## src/rtl/multicycle_ctrl.sv

```systemverilog
// multicycle_ctrl: main control FSM of a multi-cycle MIPS datapath.
//
// A single shared memory serves instruction fetch and data access, and the
// ALU and PC register are reused from cycle to cycle. Each instruction is
// sequenced through fetch, decode, execute, memory and writeback states.
// Datapath enables and mux selects are decoded from the current state. The
// only input-dependent qualifiers are the memory-ready handshake and the
// opcode or funct field that selects a variant of a state.
//
// Memory handshake: in FETCH, MREAD and MWRITE the request (mem_read_o or
// mem_write_o) is held high. The access completes in the first cycle where
// mem_ready_i is high. Only in that cycle are the commit strobes
// (ir_write_o/pc_write_o) asserted, and only on that edge does the FSM move
// on. If mem_ready_i stays low for TMO_CYCLES cycles, the access is
// abandoned: mem_err_o pulses and the FSM returns to FETCH.
//
// Optional build macro: MULTICYCLE_PERF_CNT_EN adds the cycle_cnt_o and
// instr_cnt_o performance counters. Without it, neither the ports nor the
// counter logic exist.

module multicycle_ctrl #(
    parameter int unsigned TMO_CYCLES = 16
) (
    input  logic       clk_i,
    input  logic       rst_i,
    input  logic [5:0] opcode_i,
    input  logic [5:0] funct_i,
    input  logic       mem_ready_i,
    output logic       pc_write_o,
    output logic       pc_write_beq_o,
    output logic       pc_write_bne_o,
    output logic       iord_o,
    output logic       mem_read_o,
    output logic       mem_write_o,
    output logic       ir_write_o,
    output logic [1:0] reg_dst_o,
    output logic [1:0] mem_to_reg_o,
    output logic       reg_write_o,
    output logic       alu_src_a_o,
    output logic [1:0] alu_src_b_o,
    output logic [2:0] alu_op_o,
    output logic [1:0] pc_source_o,
    output logic [3:0] state_o,
    output logic       illegal_o,
    output logic       mem_err_o
`ifdef MULTICYCLE_PERF_CNT_EN
    ,
    output logic [31:0] cycle_cnt_o,
    output logic [31:0] instr_cnt_o
`endif
);

    typedef enum logic [3:0] {
        S_FETCH  = 4'd0,
        S_DECODE = 4'd1,
        S_MADDR  = 4'd2,
        S_MREAD  = 4'd3,
        S_MWB    = 4'd4,
        S_MWRITE = 4'd5,
        S_REXE   = 4'd6,
        S_RWB    = 4'd7,
        S_BRANCH = 4'd8,
        S_JUMP   = 4'd9,
        S_IEXE   = 4'd10,
        S_IWB    = 4'd11,
        S_JR     = 4'd12,
        S_JAL    = 4'd13,
        S_RST    = 4'd15
    } state_e;

    localparam logic [5:0] OP_RTYPE = 6'h00;
    localparam logic [5:0] OP_J     = 6'h02;
    localparam logic [5:0] OP_JAL   = 6'h03;
    localparam logic [5:0] OP_BEQ   = 6'h04;
    localparam logic [5:0] OP_BNE   = 6'h05;
    localparam logic [5:0] OP_ADDI  = 6'h08;
    localparam logic [5:0] OP_SLTI  = 6'h0A;
    localparam logic [5:0] OP_LW    = 6'h23;
    localparam logic [5:0] OP_SW    = 6'h2B;
    localparam logic [5:0] FN_JR    = 6'h08;

    // Last wait-count value before a memory access is abandoned.
    localparam logic [7:0] TMO_LAST = 8'(TMO_CYCLES - 1);

    state_e     state_q, state_d;
    logic [7:0] wait_cnt_q, wait_cnt_d;
    state_e     dec_state;
    logic       dec_illegal;
    logic       in_wait_state;
    logic       tmo_hit;

    assign state_o = state_q;

    // A memory state gives up when the count has reached its limit and
    // ready is still low. If ready is high in that cycle, the access completes.
    assign in_wait_state = (state_q == S_FETCH) || (state_q == S_MREAD) ||
                           (state_q == S_MWRITE);
    assign tmo_hit = in_wait_state && !mem_ready_i && (wait_cnt_q == TMO_LAST);

    // State and wait counter registers; reset aborts any instruction in flight.
    always_ff @(posedge clk_i or negedge rst_i) begin
        if (!rst_i) begin
            state_q    <= S_RST;
            wait_cnt_q <= '0;
        end else begin
            state_q    <= state_d;
            wait_cnt_q <= wait_cnt_d;
        end
    end

    // Opcode dispatch used by DECODE: target state plus the unsupported flag.
    always_comb begin
        dec_state   = S_FETCH;
        dec_illegal = 1'b0;
        case (opcode_i)
            OP_RTYPE:         dec_state = (funct_i == FN_JR) ? S_JR : S_REXE;
            OP_LW, OP_SW:     dec_state = S_MADDR;
            OP_BEQ, OP_BNE:   dec_state = S_BRANCH;
            OP_J:             dec_state = S_JUMP;
            OP_JAL:           dec_state = S_JAL;
            OP_ADDI, OP_SLTI: dec_state = S_IEXE;
            default: begin
                dec_state   = S_FETCH;
                dec_illegal = 1'b1;
            end
        endcase
    end

    // Next-state logic.
    always_comb begin
        state_d = state_q;
        case (state_q)
            S_RST:    state_d = S_FETCH;
            S_FETCH: begin
                if (mem_ready_i) begin
                    state_d = S_DECODE;
                end else if (tmo_hit) begin
                    state_d = S_FETCH;
                end
            end
            S_DECODE: state_d = dec_state;
            S_MADDR:  state_d = (opcode_i == OP_SW) ? S_MWRITE : S_MREAD;
            S_MREAD: begin
                if (mem_ready_i) begin
                    state_d = S_MWB;
                end else if (tmo_hit) begin
                    state_d = S_FETCH;
                end
            end
            S_MWB:    state_d = S_FETCH;
            S_MWRITE: begin
                if (mem_ready_i || tmo_hit) begin
                    state_d = S_FETCH;
                end
            end
            S_REXE:   state_d = S_RWB;
            S_RWB:    state_d = S_FETCH;
            S_BRANCH: state_d = S_FETCH;
            S_JUMP:   state_d = S_FETCH;
            S_JAL:    state_d = S_FETCH;
            S_JR:     state_d = S_FETCH;
            S_IEXE:   state_d = S_IWB;
            S_IWB:    state_d = S_FETCH;
            default:  state_d = S_FETCH;
        endcase
    end

    // Wait counter: cleared on every state entry (a timeout re-entering
    // FETCH counts as a new entry), and advanced while a memory state is
    // stalled.
    always_comb begin
        wait_cnt_d = wait_cnt_q;
        if ((state_d != state_q) || tmo_hit) begin
            wait_cnt_d = '0;
        end else if (in_wait_state && !mem_ready_i) begin
            wait_cnt_d = wait_cnt_q + 8'd1;
        end
    end

    // Output decode; anything not set for a state stays 0.
    always_comb begin
        pc_write_o     = 1'b0;
        pc_write_beq_o = 1'b0;
        pc_write_bne_o = 1'b0;
        iord_o         = 1'b0;
        mem_read_o     = 1'b0;
        mem_write_o    = 1'b0;
        ir_write_o     = 1'b0;
        reg_dst_o      = 2'd0;
        mem_to_reg_o   = 2'd0;
        reg_write_o    = 1'b0;
        alu_src_a_o    = 1'b0;
        alu_src_b_o    = 2'd0;
        alu_op_o       = 3'd0;
        pc_source_o    = 2'd0;
        illegal_o      = 1'b0;
        mem_err_o      = 1'b0;
        case (state_q)
            S_FETCH: begin
                // PC+4 computed in the ALU; commit only when memory answers.
                mem_read_o  = 1'b1;
                alu_src_b_o = 2'd1;
                ir_write_o  = mem_ready_i;
                pc_write_o  = mem_ready_i;
                mem_err_o   = tmo_hit;
            end
            S_DECODE: begin
                // Branch target goes into ALUOut speculatively.
                alu_src_b_o = 2'd3;
                illegal_o   = dec_illegal;
            end
            S_MADDR: begin
                alu_src_a_o = 1'b1;
                alu_src_b_o = 2'd2;
            end
            S_MREAD: begin
                mem_read_o = 1'b1;
                iord_o     = 1'b1;
                mem_err_o  = tmo_hit;
            end
            S_MWB: begin
                reg_write_o  = 1'b1;
                mem_to_reg_o = 2'd1;
            end
            S_MWRITE: begin
                // The write strobe is withdrawn in the cycle the store is abandoned.
                mem_write_o = !tmo_hit;
                iord_o      = 1'b1;
                mem_err_o   = tmo_hit;
            end
            S_REXE: begin
                alu_src_a_o = 1'b1;
                alu_op_o    = 3'd2;
            end
            S_RWB: begin
                reg_write_o = 1'b1;
                reg_dst_o   = 2'd1;
            end
            S_BRANCH: begin
                alu_src_a_o    = 1'b1;
                alu_op_o       = 3'd1;
                pc_source_o    = 2'd1;
                pc_write_beq_o = (opcode_i == OP_BEQ);
                pc_write_bne_o = (opcode_i == OP_BNE);
            end
            S_JUMP: begin
                pc_write_o  = 1'b1;
                pc_source_o = 2'd2;
            end
            S_JAL: begin
                // PC already holds PC+4, which is the link value written to $31.
                pc_write_o   = 1'b1;
                pc_source_o  = 2'd2;
                reg_write_o  = 1'b1;
                reg_dst_o    = 2'd2;
                mem_to_reg_o = 2'd3;
            end
            S_JR: begin
                pc_write_o  = 1'b1;
                pc_source_o = 2'd3;
            end
            S_IEXE: begin
                alu_src_a_o = 1'b1;
                alu_src_b_o = 2'd2;
                alu_op_o    = (opcode_i == OP_SLTI) ? 3'd3 : 3'd0;
            end
            S_IWB: begin
                reg_write_o = 1'b1;
            end
            default: begin
            end
        endcase
    end

`ifdef MULTICYCLE_PERF_CNT_EN
    logic [31:0] cycle_cnt_q, cycle_cnt_d;
    logic [31:0] instr_cnt_q, instr_cnt_d;
    logic        instr_done;

    assign cycle_cnt_o = cycle_cnt_q;
    assign instr_cnt_o = instr_cnt_q;

    // An instruction retires when a final state hands back to FETCH.
    // Illegal-opcode and timeout returns do not retire anything.
    assign instr_done = (state_d == S_FETCH) && !tmo_hit &&
                        (state_q inside {S_MWB, S_MWRITE, S_RWB, S_BRANCH,
                                         S_JUMP, S_JAL, S_JR, S_IWB});

    // Free-running counters; both wrap naturally at 2^32.
    always_comb begin
        cycle_cnt_d = cycle_cnt_q;
        instr_cnt_d = instr_cnt_q;
        if (state_q != S_RST) begin
            cycle_cnt_d = cycle_cnt_q + 32'd1;
        end
        if (instr_done) begin
            instr_cnt_d = instr_cnt_q + 32'd1;
        end
    end

    // Performance counter registers.
    always_ff @(posedge clk_i or negedge rst_i) begin
        if (!rst_i) begin
            cycle_cnt_q <= '0;
            instr_cnt_q <= '0;
        end else begin
            cycle_cnt_q <= cycle_cnt_d;
            instr_cnt_q <= instr_cnt_d;
        end
    end
`endif

endmodule

```

## config.mk

```make
export PLATFORM = sky130hd
export DESIGN_NAME = multicycle_ctrl
export DESIGN_NICKNAME = d
export VERILOG_FILES = /design/src/rtl/multicycle_ctrl.sv
export SDC_FILE = /design/constraint.sdc
export NUM_CORES = 1
export LEC_CHECK = 0
export ABC_AREA = 1
export CAP_MARGIN = 30
export CORE_MARGIN = 2
export CORE_UTILIZATION = 40
export CTS_CLUSTER_SIZE = 28
export DETAILED_ROUTE_END_ITERATION = 16
export PLACE_DENSITY = 0.73
export SYNTH_ARGS = -nofsm -noshare
export SYNTH_HDL_FRONTEND = slang
export SYNTH_SLANG_ARGS = --single-unit
```

## constraint.sdc

```tcl
create_clock -name clk_i -period 1.55 [get_ports clk_i]
set_input_delay 0.2325 -clock clk_i [delete_from_list [all_inputs] [get_ports clk_i]]
set_output_delay 0.2325 -clock clk_i [all_outputs]
set_load 0.005 [all_outputs]
```

==> impl_results.md, run 1 <==
- Synth area leaders: dfrtp_1, nand2_1, dfstp_2
- First-pass GRT wire length: 8630 microns
- Post-synthesis sequential area ratio: 0.270
- Dpl ws: -0.522 ns
- Leakage: 1.32 nW
- CTS H-tree lvls: 1
- Hpwl dp: ~3000 microns
- Fin crit period: around 2.1 ns
- CTS Root Buffer Type: clkbuf_4
- Multi-input gate area: roughly 1000 sq um
- Standard-cell rows: 19
- Layout cells sized above 1: 0.667
- Largest area contributor in the netlist: dfrtp_1
- Post-route clock skew: about 0.0067 ns
- Synth Flop Type: dfrtp_1
- Unrepaired setup endpoints after global routing: yes
- Synthesis-stage register bit count: 12
- Area share of the largest cell type after synthesis: 0.177
- Post-synthesis async set-or-reset flop share: 1.00
- CTS Sinks: 12
- Vias in the first global route: 1812
- Startpoint types: flip-flop
- Highest ir drop seen on vdd: approximately 1700 uV
- Setup slack after layout: -0.546 ns
- IO buf count: 39
- Slew HR: 0.636
- Count leader, synth: nand2_1
- Peak Freq: around 480 MHz
- GR Util All Layers: 0.349
- # IOs: 41
- GPL Wtd Cong: approximately 0.85
- Worst EP arrival: about 2.3 ns
- CP Max Fanout: 8
- DR iter-0 viols: 152
- Status: complete, but fails checks
- Slew Limit Fails: 0
- WS Path Type: reg -> reg
- Die ar.: approximately 3300 sq um
- Die X: about 57 microns
- CTS buffer count: 3
- Die Y: roughly 57 microns
- Area grow syn2layout: 130%
- Pin count of the biggest net entering global routing: 13
- Final Non-Filler Cells: roughly 320
- Net Count, Synth: ~180
- DR pass1 iterations: 5
- Clk_lat worst skew: 0.28 ns
- Endpoints failing hold: 0
- DR vias/cell: between 6 and 7
- Ratio of total power to cell area: between 1000 and 1500 nW/um^2
- Worst-margin pin slew: around 0.54 ns
- Post-route DRC: 0
- Setup crit end kind: flip-flop
- Final ANT Viol Nets: 0
- Filler Cells Inserted: 54
- Failing checks: negative setup slack
- Min-Delay Path Class: in -> async
- Netlist cell types: 27
- Final net count: roughly 300
- Fin crit share: 1.35
- Post-Route Setup TNS: -11.97 ns
- Initial antenna violation count: 0
- TritonCTS clock tree: built
- Placeable Area: about 2700 sq um
- Synth Cell Area: 1130 sq um
- Synth cell count leaders: nand2_1, nor2_1, inv_1
- Mapped Avg Cell Area: ~6.8 sq um
- FF/Latch Area: roughly 310 sq um
- Setup violators final: 35
- Max_cap viols: 0
- Total power: ~3.6 mW
- Number of synthesized flops with an enable pin: 0
- Reg clk slew, reported paths: roughly 0.080 ns
- Initial core utilization: 0.417
- Wire per inst: between 20 and 25 microns
- Clock Tree Buf Depth: 2
- Cell count after placement: between 200 and 300
- Antenna Cells: 0
- Reg2reg setup slack: -0.55 ns
- Yosys warnings: 0
- Detailed-route via count: between 1500 and 2000
- Overflow after GRT: 0
- Total Wirelength: approximately 7300 microns
- Worst EP required: around 1.7 ns
- Synth Instances: about 170
[cell families (layout without fill, tap and decap cells)]
group,count (synthesis),in the layout,synth area share
AOI/OAI and AO/OA,10,10,0.0476
xor gates and xnor gates,6,6,0.0465
adders and majority gates,1,1,0.0111
buffers and inverters,28,148,0.0997
DFF,12,12,0.270
other,1,1,0.00332
and+or+nand+nor,107,107,0.522
[critical path: stages, from the launching register on]
cell and delay, ns:
dfstp_2 0.63, inv_4 0.09, nor2_4 0.18, nand2_2 0.14, nand3_4 0.12, nand3_4 0.09
buf_6 0.14, nand3_2 0.08, nand3_2 0.10, nand2_4 0.10, nand2_8 0.10, nor3_4 0.22
[power breakdown]
group	switching, mW	total [mW]	internal (mW)
Sequential	0.0807	0.476	0.395
Combinational	1.54	2.95	1.41
Clock	0.109	0.199	0.0904
[flip-flops by register name (all words and copies together), names as in the netlist]
register,count
wait_cnt_q,8
state_o,4
[repair_timing]
action                                  4_1_cts  5_1_grt
hold buffers                                  0        0
endpoints found under the hold margin         0        0
gates resized for setup                     139       74
buffers inserted                             25       10
pin swaps                                    28       30
endpoints found under the setup margin       35       35
[path summary, 6_finish.rpt]
kind,startpoint,to,depth (start not counted)
worst min register to register,wait_cnt_q[0],wait_cnt_q[0],2
worst max register to register,state_o[2],wait_cnt_q[3],11
min in group clk_i,wait_cnt_q[0],wait_cnt_q[0],2
worst max-delay path,state_o[2],wait_cnt_q[3],11
max in group asynchronous,rst_i,state_o[0],1
worst min-delay path,rst_i,wait_cnt_q[7],1
[layout make-up]
type | count | share of cell area
Multi-Input combinational cell | 125 | 0.400
Tap cell | 31 | 0.0149
Timing Repair Buffer | 119 | 0.415
Clock buffer | 3 | 0.00865
Sequential cell | 12 | 0.117
Inverter | 26 | 0.0442
[metrics by stage]
stage,area [sq um],utilization,hold slack (ns)
final,2600,0.960,0.297
after global routing,2600,0.960,0.332
after CTS,2330,0.860,0.315
after detailed placement,1930,0.714,0.540
after global placement,1930,0.714,0.516
after floorplan,1140,-,-0.0631
[routing by layer]
| layer | track usage | vias up | part of all wire |
|---|---|---|---|
| li1 | - | 774 | - |
| met1 | 0.378 | 920 | 0.35 |
| met2 | 0.617 | 178 | 0.46 |
| met3 | 0.0884 | 66 | 0.089 |
| met4 | 0.193 | 0 | 0.094 |
| met5 | 0 | - | 0 |
[placed cells by master, fill, tap and decap left out, drive strengths merged]
cell type,Yosys,routed
inv,25,25
nand3b,2,2
nor2,28,28
clkdlybuf4s50,0,15
nand4,3,3
a21oi,3,3
dfstp,4,4
o21ai,5,5
clkbuf,0,5
dfrtp,8,8
nor3,16,16
conb,1,1
o22ai,1,1
xnor2,3,3
nand3,20,20
o31ai,1,1
ha,1,1
clkdlybuf4s15,0,2
buf,2,100
nand2,38,38
clkinv,1,1
xor2,3,3
Power figures use the tool's default switching activity.
==> run 2, diff against run 1 <==
--- a/config.mk
+++ b/config.mk
@@ -6,12 +6,12 @@
 export NUM_CORES = 1
 export LEC_CHECK = 0
 export ABC_AREA = 1
-export CAP_MARGIN = 30
 export CORE_MARGIN = 2
 export CORE_UTILIZATION = 40
 export CTS_CLUSTER_SIZE = 28
 export DETAILED_ROUTE_END_ITERATION = 16
-export PLACE_DENSITY = 0.73
+export GPL_ROUTABILITY_DRIVEN = 0
+export PLACE_DENSITY = 0.76
 export SYNTH_ARGS = -nofsm -noshare
 export SYNTH_HDL_FRONTEND = slang
 export SYNTH_SLANG_ARGS = --single-unit
==> impl_results.md, run 2 (synthesized netlist as in run 1, its figures left out) <==
- Total power: roughly 3.7 mW
- Final ANT Viol Nets: 0
- Initial antenna violation count: 0
- Die X: roughly 57 microns
- Reg power frac: 0.136
- TritonCTS clock tree: built
- Leakage: 1.32 nW
- Unrepaired setup endpoints after global routing: yes
- Overflow after GRT: 0
- Setup crit end kind: flip-flop
- CP Launch Point: opcode_i[4]
- CTS H-tree lvls: 1
- Slew HR: 0.578
- Switching Share: 0.488
- Die ar.: between 3000 and 4000 sq um
- First-pass GRT wire length: about 8900 microns
- Final net count: around 310
- Wire per inst: 25.6 microns
- Startpoint types: input pin
- M3 GR Usage: 0.0499
- Endpoints failing hold: 0
- Multi-input gate area: just over 1000 sq um
- GR peak layer: met2
- Total Wirelength: 8160 microns
- Top register by number of flip-flops: wait_cnt_q
- CTS Sinks: 12
- Status: complete, but fails checks
- Post-route clock skew: around 0.014 ns
- Worst-margin pin slew: roughly 0.63 ns
- Peak Freq: 456 MHz
- Min-Delay Path Class: in -> async
- Clk_lat worst skew: around 0.30 ns
- FF/Latch Area: 305 sq um
- Detailed-route via count: around 2100
- Filler Cells Inserted: 55
- Worst EP arrival: ~2.4 ns
- Switching pwr: around 1.8 mW
- Highest ir drop seen on vdd: 1530 uV
- Post-route DRC: 0
- Worst EP required: around 1.8 ns
- DR vias/cell: between 6 and 7
- IO buf count: 39
- Internal Pwr Total: roughly 1.9 mW
- Reg clk slew, reported paths: 0.11 ns
- Clock Tree Buf Depth: 2
- Commonest non-fill, non-tap cell in the layout: buf_4
- Standard-cell rows: 19
- Fin crit period: 2.19 ns
- Pin count of the biggest net entering global routing: 13
- Global Route met2 Usage: 0.663
- Placeable Area: between 2000 and 3000 sq um
- # IOs: 41
- Die Y: between 50 and 60 microns
- Setup slack after layout: -0.642 ns
- DR pass1 iterations: 5
- Most frequent cells in the layout: buf_4, buf_6, nand2_1
- Hold-fix buffers at CTS: 0
- Comb power frac: 0.786
- Antenna Cells: 0
- CTS Root Buffer Type: clkbuf_4
- Hpwl dp: ~3100 microns
- Layout cells sized above 1: 0.656
- Largest register FFs: 8
- CP Max Fanout: 8
- Area grow syn2layout: 131%
- R2r startpoint: state_o[1]
- GR Util All Layers: 0.359
- Max_cap viols: 0
- Slew Limit Fails: 0
- Setup violators final: 35
- Clock Power Share: 0.079
- Fin crit share: 1.41
- Failing checks: negative setup slack
- CTS buffer count: 3
- Ratio of total power to cell area: about 1400 nW/um^2
- WS Path Type: in -> reg
- Initial core utilization: 0.417
- Met1 track demand over resource: 0.416
- Vias in the first global route: approximately 1800
- Post-Route Setup TNS: -13.86 ns
- DR iter-0 viols: between 200 and 300
-- run 2: cell type report --
class | instances | area share
clock buffer | 4 | 0.0139
timing repair buffer | 121 | 0.417
inverter | 26 | 0.0441
tap | 31 | 0.0149
multi-input combinational | 125 | 0.393
sequential | 12 | 0.117
-- run 2: power by group through the flow --
stage | Clock, mW | Sequential, mW | Combinational, mW
2_1_floorplan | 0 | 0.492 | 0.761
6_report | 0.288 | 0.498 | 2.88
3_3_place_gp | 0 | 0.472 | 1.60
3_5_place_dp | 0 | 0.478 | 1.66
5_1_grt | 0.316 | 0.496 | 2.94
4_1_cts | 0.261 | 0.470 | 2.31
-- run 2: worst paths after layout --
kind	end	slack (ns)	cells after the start
worst min-delay path	wait_cnt_q[3]	0.31	1
worst min register to register	wait_cnt_q[0]	0.62	2
min in group clk_i	wait_cnt_q[0]	0.62	2
max in group asynchronous	wait_cnt_q[1]	0.82	1
worst max-delay path	wait_cnt_q[0]	-0.64	13
worst max register to register	wait_cnt_q[0]	-0.58	13
-- run 2: timing repair --
| item | CTS | global route |
|---|---|---|
| pin swaps | 25 | 22 |
| setup buffers | 30 | 12 |
| gates resized for setup | 170 | 47 |
| endpoints found under the setup margin | 35 | 37 |
-- run 2: routing by layer --
metal / part of all wire / routed length (microns)
met4: 0.12 / 983
met2: 0.45 / 3640
met1: 0.32 / 2630
met3: 0.11 / 905
met5: 0 / 0
-- run 2: critical path: stages --
cell and delay [ns]:
clkdlybuf4s50_1 0.44, inv_1 0.11, nand2_1 0.13, buf_4 0.17, nor3_1 0.41, nand2_1 0.14
nand2_1 0.15, nor2_4 0.08, nand2_4 0.09, nand2_2 0.08, nand2_4 0.09, nand2_8 0.09
nor3_2 0.17
-- run 2: per-stage QoR --
| stage | cells | worst slack (ns) | hold slack, ns | instance area [sq um] | utilization |
|---|---|---|---|---|---|
| 6_report | 319 | -0.642 | 0.311 | 2610 | 0.964 |
| 5_1_grt | 319 | -0.687 | 0.318 | 2610 | 0.964 |
| 4_1_cts | 314 | -0.401 | 0.315 | 2410 | 0.889 |
| 3_5_place_dp | 283 | -0.522 | 0.519 | 1940 | 0.717 |
| 3_3_place_gp | 283 | -0.427 | 0.518 | 1940 | 0.717 |
| 2_1_floorplan | 165 | -0.0286 | -0.0631 | 1140 | - |
==> run 3, diff against run 2 <==
--- a/config.mk
+++ b/config.mk
@@ -11,6 +11,7 @@
 export CTS_CLUSTER_SIZE = 28
 export DETAILED_ROUTE_END_ITERATION = 16
 export GPL_ROUTABILITY_DRIVEN = 0
+export MAX_ROUTING_LAYER = met4
 export PLACE_DENSITY = 0.76
 export SYNTH_ARGS = -nofsm -noshare
 export SYNTH_HDL_FRONTEND = slang
==> impl_results.md, run 3 (synthesized netlist as in run 1, its figures left out) <==
- Status: complete, but fails checks
- Failing checks: negative setup slack
- Fin crit share: 1.36
- Dpl ws: -0.522 ns
- Clock Power Share: 0.082
- TritonCTS clock tree: built
- DR vias/cell: a little over 6
- Wire per inst: between 20 and 25 microns
- CP Launch Point: state_o[0]
- Setup slack after layout: -0.551 ns
- Switching pwr: 1.76 mW
- Detailed-route via count: slightly below 2000
- Post-route clock skew: ~0.021 ns
- Die Y: roughly 57 microns
- Fin crit period: 2.10 ns
- CTS H-tree lvls: 1
- Setup crit end kind: output pin
- R2r endpoint: wait_cnt_q[3]
- Worst-margin pin slew: around 0.68 ns
- Min-Delay Path Class: in -> async
- Final ANT Viol Nets: 0
- Max_cap viols: 0
- Antenna Cells: 0
- First-pass GRT wire length: 8890 microns
- DR iter-0 viols: around 120
- Initial core utilization: 0.417
- CTS buffer count: 3
- Startpoint types: flip-flop
- Hold_ws: roughly 0.32 ns
- Filler Cells Inserted: 53
- Most frequent cells in the layout: buf_4, buf_6, nand2_1
- Hpwl dp: 3110 microns
- Pin count of the biggest net entering global routing: 13
- Commonest non-fill, non-tap cell in the layout: buf_4
- Setup violators final: 36
- Initial antenna violation count: 0
- Internal Pwr Total: roughly 1.9 mW
- Endpoints failing hold: 0
- Hold-fix buffers at CTS: 0
- Reg power frac: 0.136
- Comb power frac: 0.783
- IO buf count: 39
- Total Wirelength: approximately 7500 microns
- Worst EP arrival: about 1.9 ns
- Leakage: 1.32 nW
- Post-Route Setup TNS: -13.08 ns
- CTS Sinks: 12
- Unrepaired setup endpoints after global routing: yes
- Top register by number of flip-flops: wait_cnt_q
- DR pass1 iterations: 5
- Slew HR: 0.548
- CTS Root Buffer Type: clkbuf_4
- Layout cells sized above 1: 0.666
- GR Util All Layers: 0.370
- Clk_lat worst skew: 0.31 ns
- Largest register FFs: 8
- Overflow after GRT: 0
- Slew Limit Fails: 0
- Standard-cell rows: 19
- R2r worst-path depth: 12
- Die ar.: 3270 sq um
- Reg2reg setup slack: -0.54 ns
- Peak Freq: between 400 and 500 MHz
- Vias in the first global route: between 1500 and 2000
- CP Max Fanout: 5
- Highest ir drop seen on vdd: around 1700 uV
- Area grow syn2layout: 131%
- Switching Share: 0.486
- Final core area utilization: 0.965
- WS Path Type: reg -> out
- Post-route DRC: 0
- Placeable Area: roughly 2700 sq um
- Total power: 3.62 mW
- Ratio of total power to cell area: roughly 1400 nW/um^2
- # IOs: between 40 and 50
- Critical path endpoint: mem_err_o
- Die X: between 50 and 60 microns
- Clock Tree Buf Depth: 2
- Final net count: 304
- Reg clk slew, reported paths: roughly 0.12 ns
- Worst EP required: 1.32 ns
- R2r startpoint: state_o[0]
-- run 3: power by group through the flow --
stage,Combinational (mW),Clock [mW],Sequential (mW)
2_1_floorplan,0.761,0,0.492
3_3_place_gp,1.60,0,0.472
3_5_place_dp,1.66,0,0.478
4_1_cts,2.31,0.261,0.470
5_1_grt,2.89,0.302,0.495
6_report,2.84,0.296,0.491
-- run 3: layer usage --
metal | share of wire | global-route usage
met3 | 0.095 | 0.0522
met4 | 0.070 | 0.140
met5 | 0 | -
met2 | 0.48 | 0.663
met1 | 0.35 | 0.413
-- run 3: timing repair --
action / 4_1_cts / 5_1_grt
resized for setup: 170 / 50
pin swaps: 25 / 24
gates cloned: 0 / 0
setup buffers: 30 / 12
endpoints found under the setup margin: 35 / 37
-- run 3: layout make-up --
| type | instances | area (sq um) | share of cell area |
|---|---|---|---|
| clock buffer | 4 | 36.3 | 0.0139 |
| inverter | 26 | 115 | 0.0440 |
| multi-input combinational | 125 | 1040 | 0.397 |
| sequential | 12 | 305 | 0.117 |
| tap | 31 | 38.8 | 0.0148 |
| timing repair buffer | 120 | 1080 | 0.414 |
-- run 3: worst min path at each step --
stage	endpoint	slack [ns]	cells after the start
floorplan	wait_cnt_q[0]	-0.06	0
detailed placement	wait_cnt_q[0]	0.52	2
global route	wait_cnt_q[3]	0.37	1
global placement	wait_cnt_q[0]	0.52	2
finish	wait_cnt_q[3]	0.32	1
CTS	wait_cnt_q[3]	0.32	1
-- run 3: through the flow --
step           instance area [sq um]  cells
2_1_floorplan                   1140    165
3_3_place_gp                    1940    283
3_5_place_dp                    1940    283
4_1_cts                         2410    314
5_1_grt                         2620    318
6_report                        2620    318
-- run 3: critical path, cell delays in order (launching register included) --
cell and delay, ns:
dfstp_2 0.66, inv_2 0.09, nor2_4 0.13, buf_6 0.13
nand2_4 0.06, nand3_4 0.09, nand3_4 0.10, buf_4 0.15
inv_2 0.05, buf_6 0.09
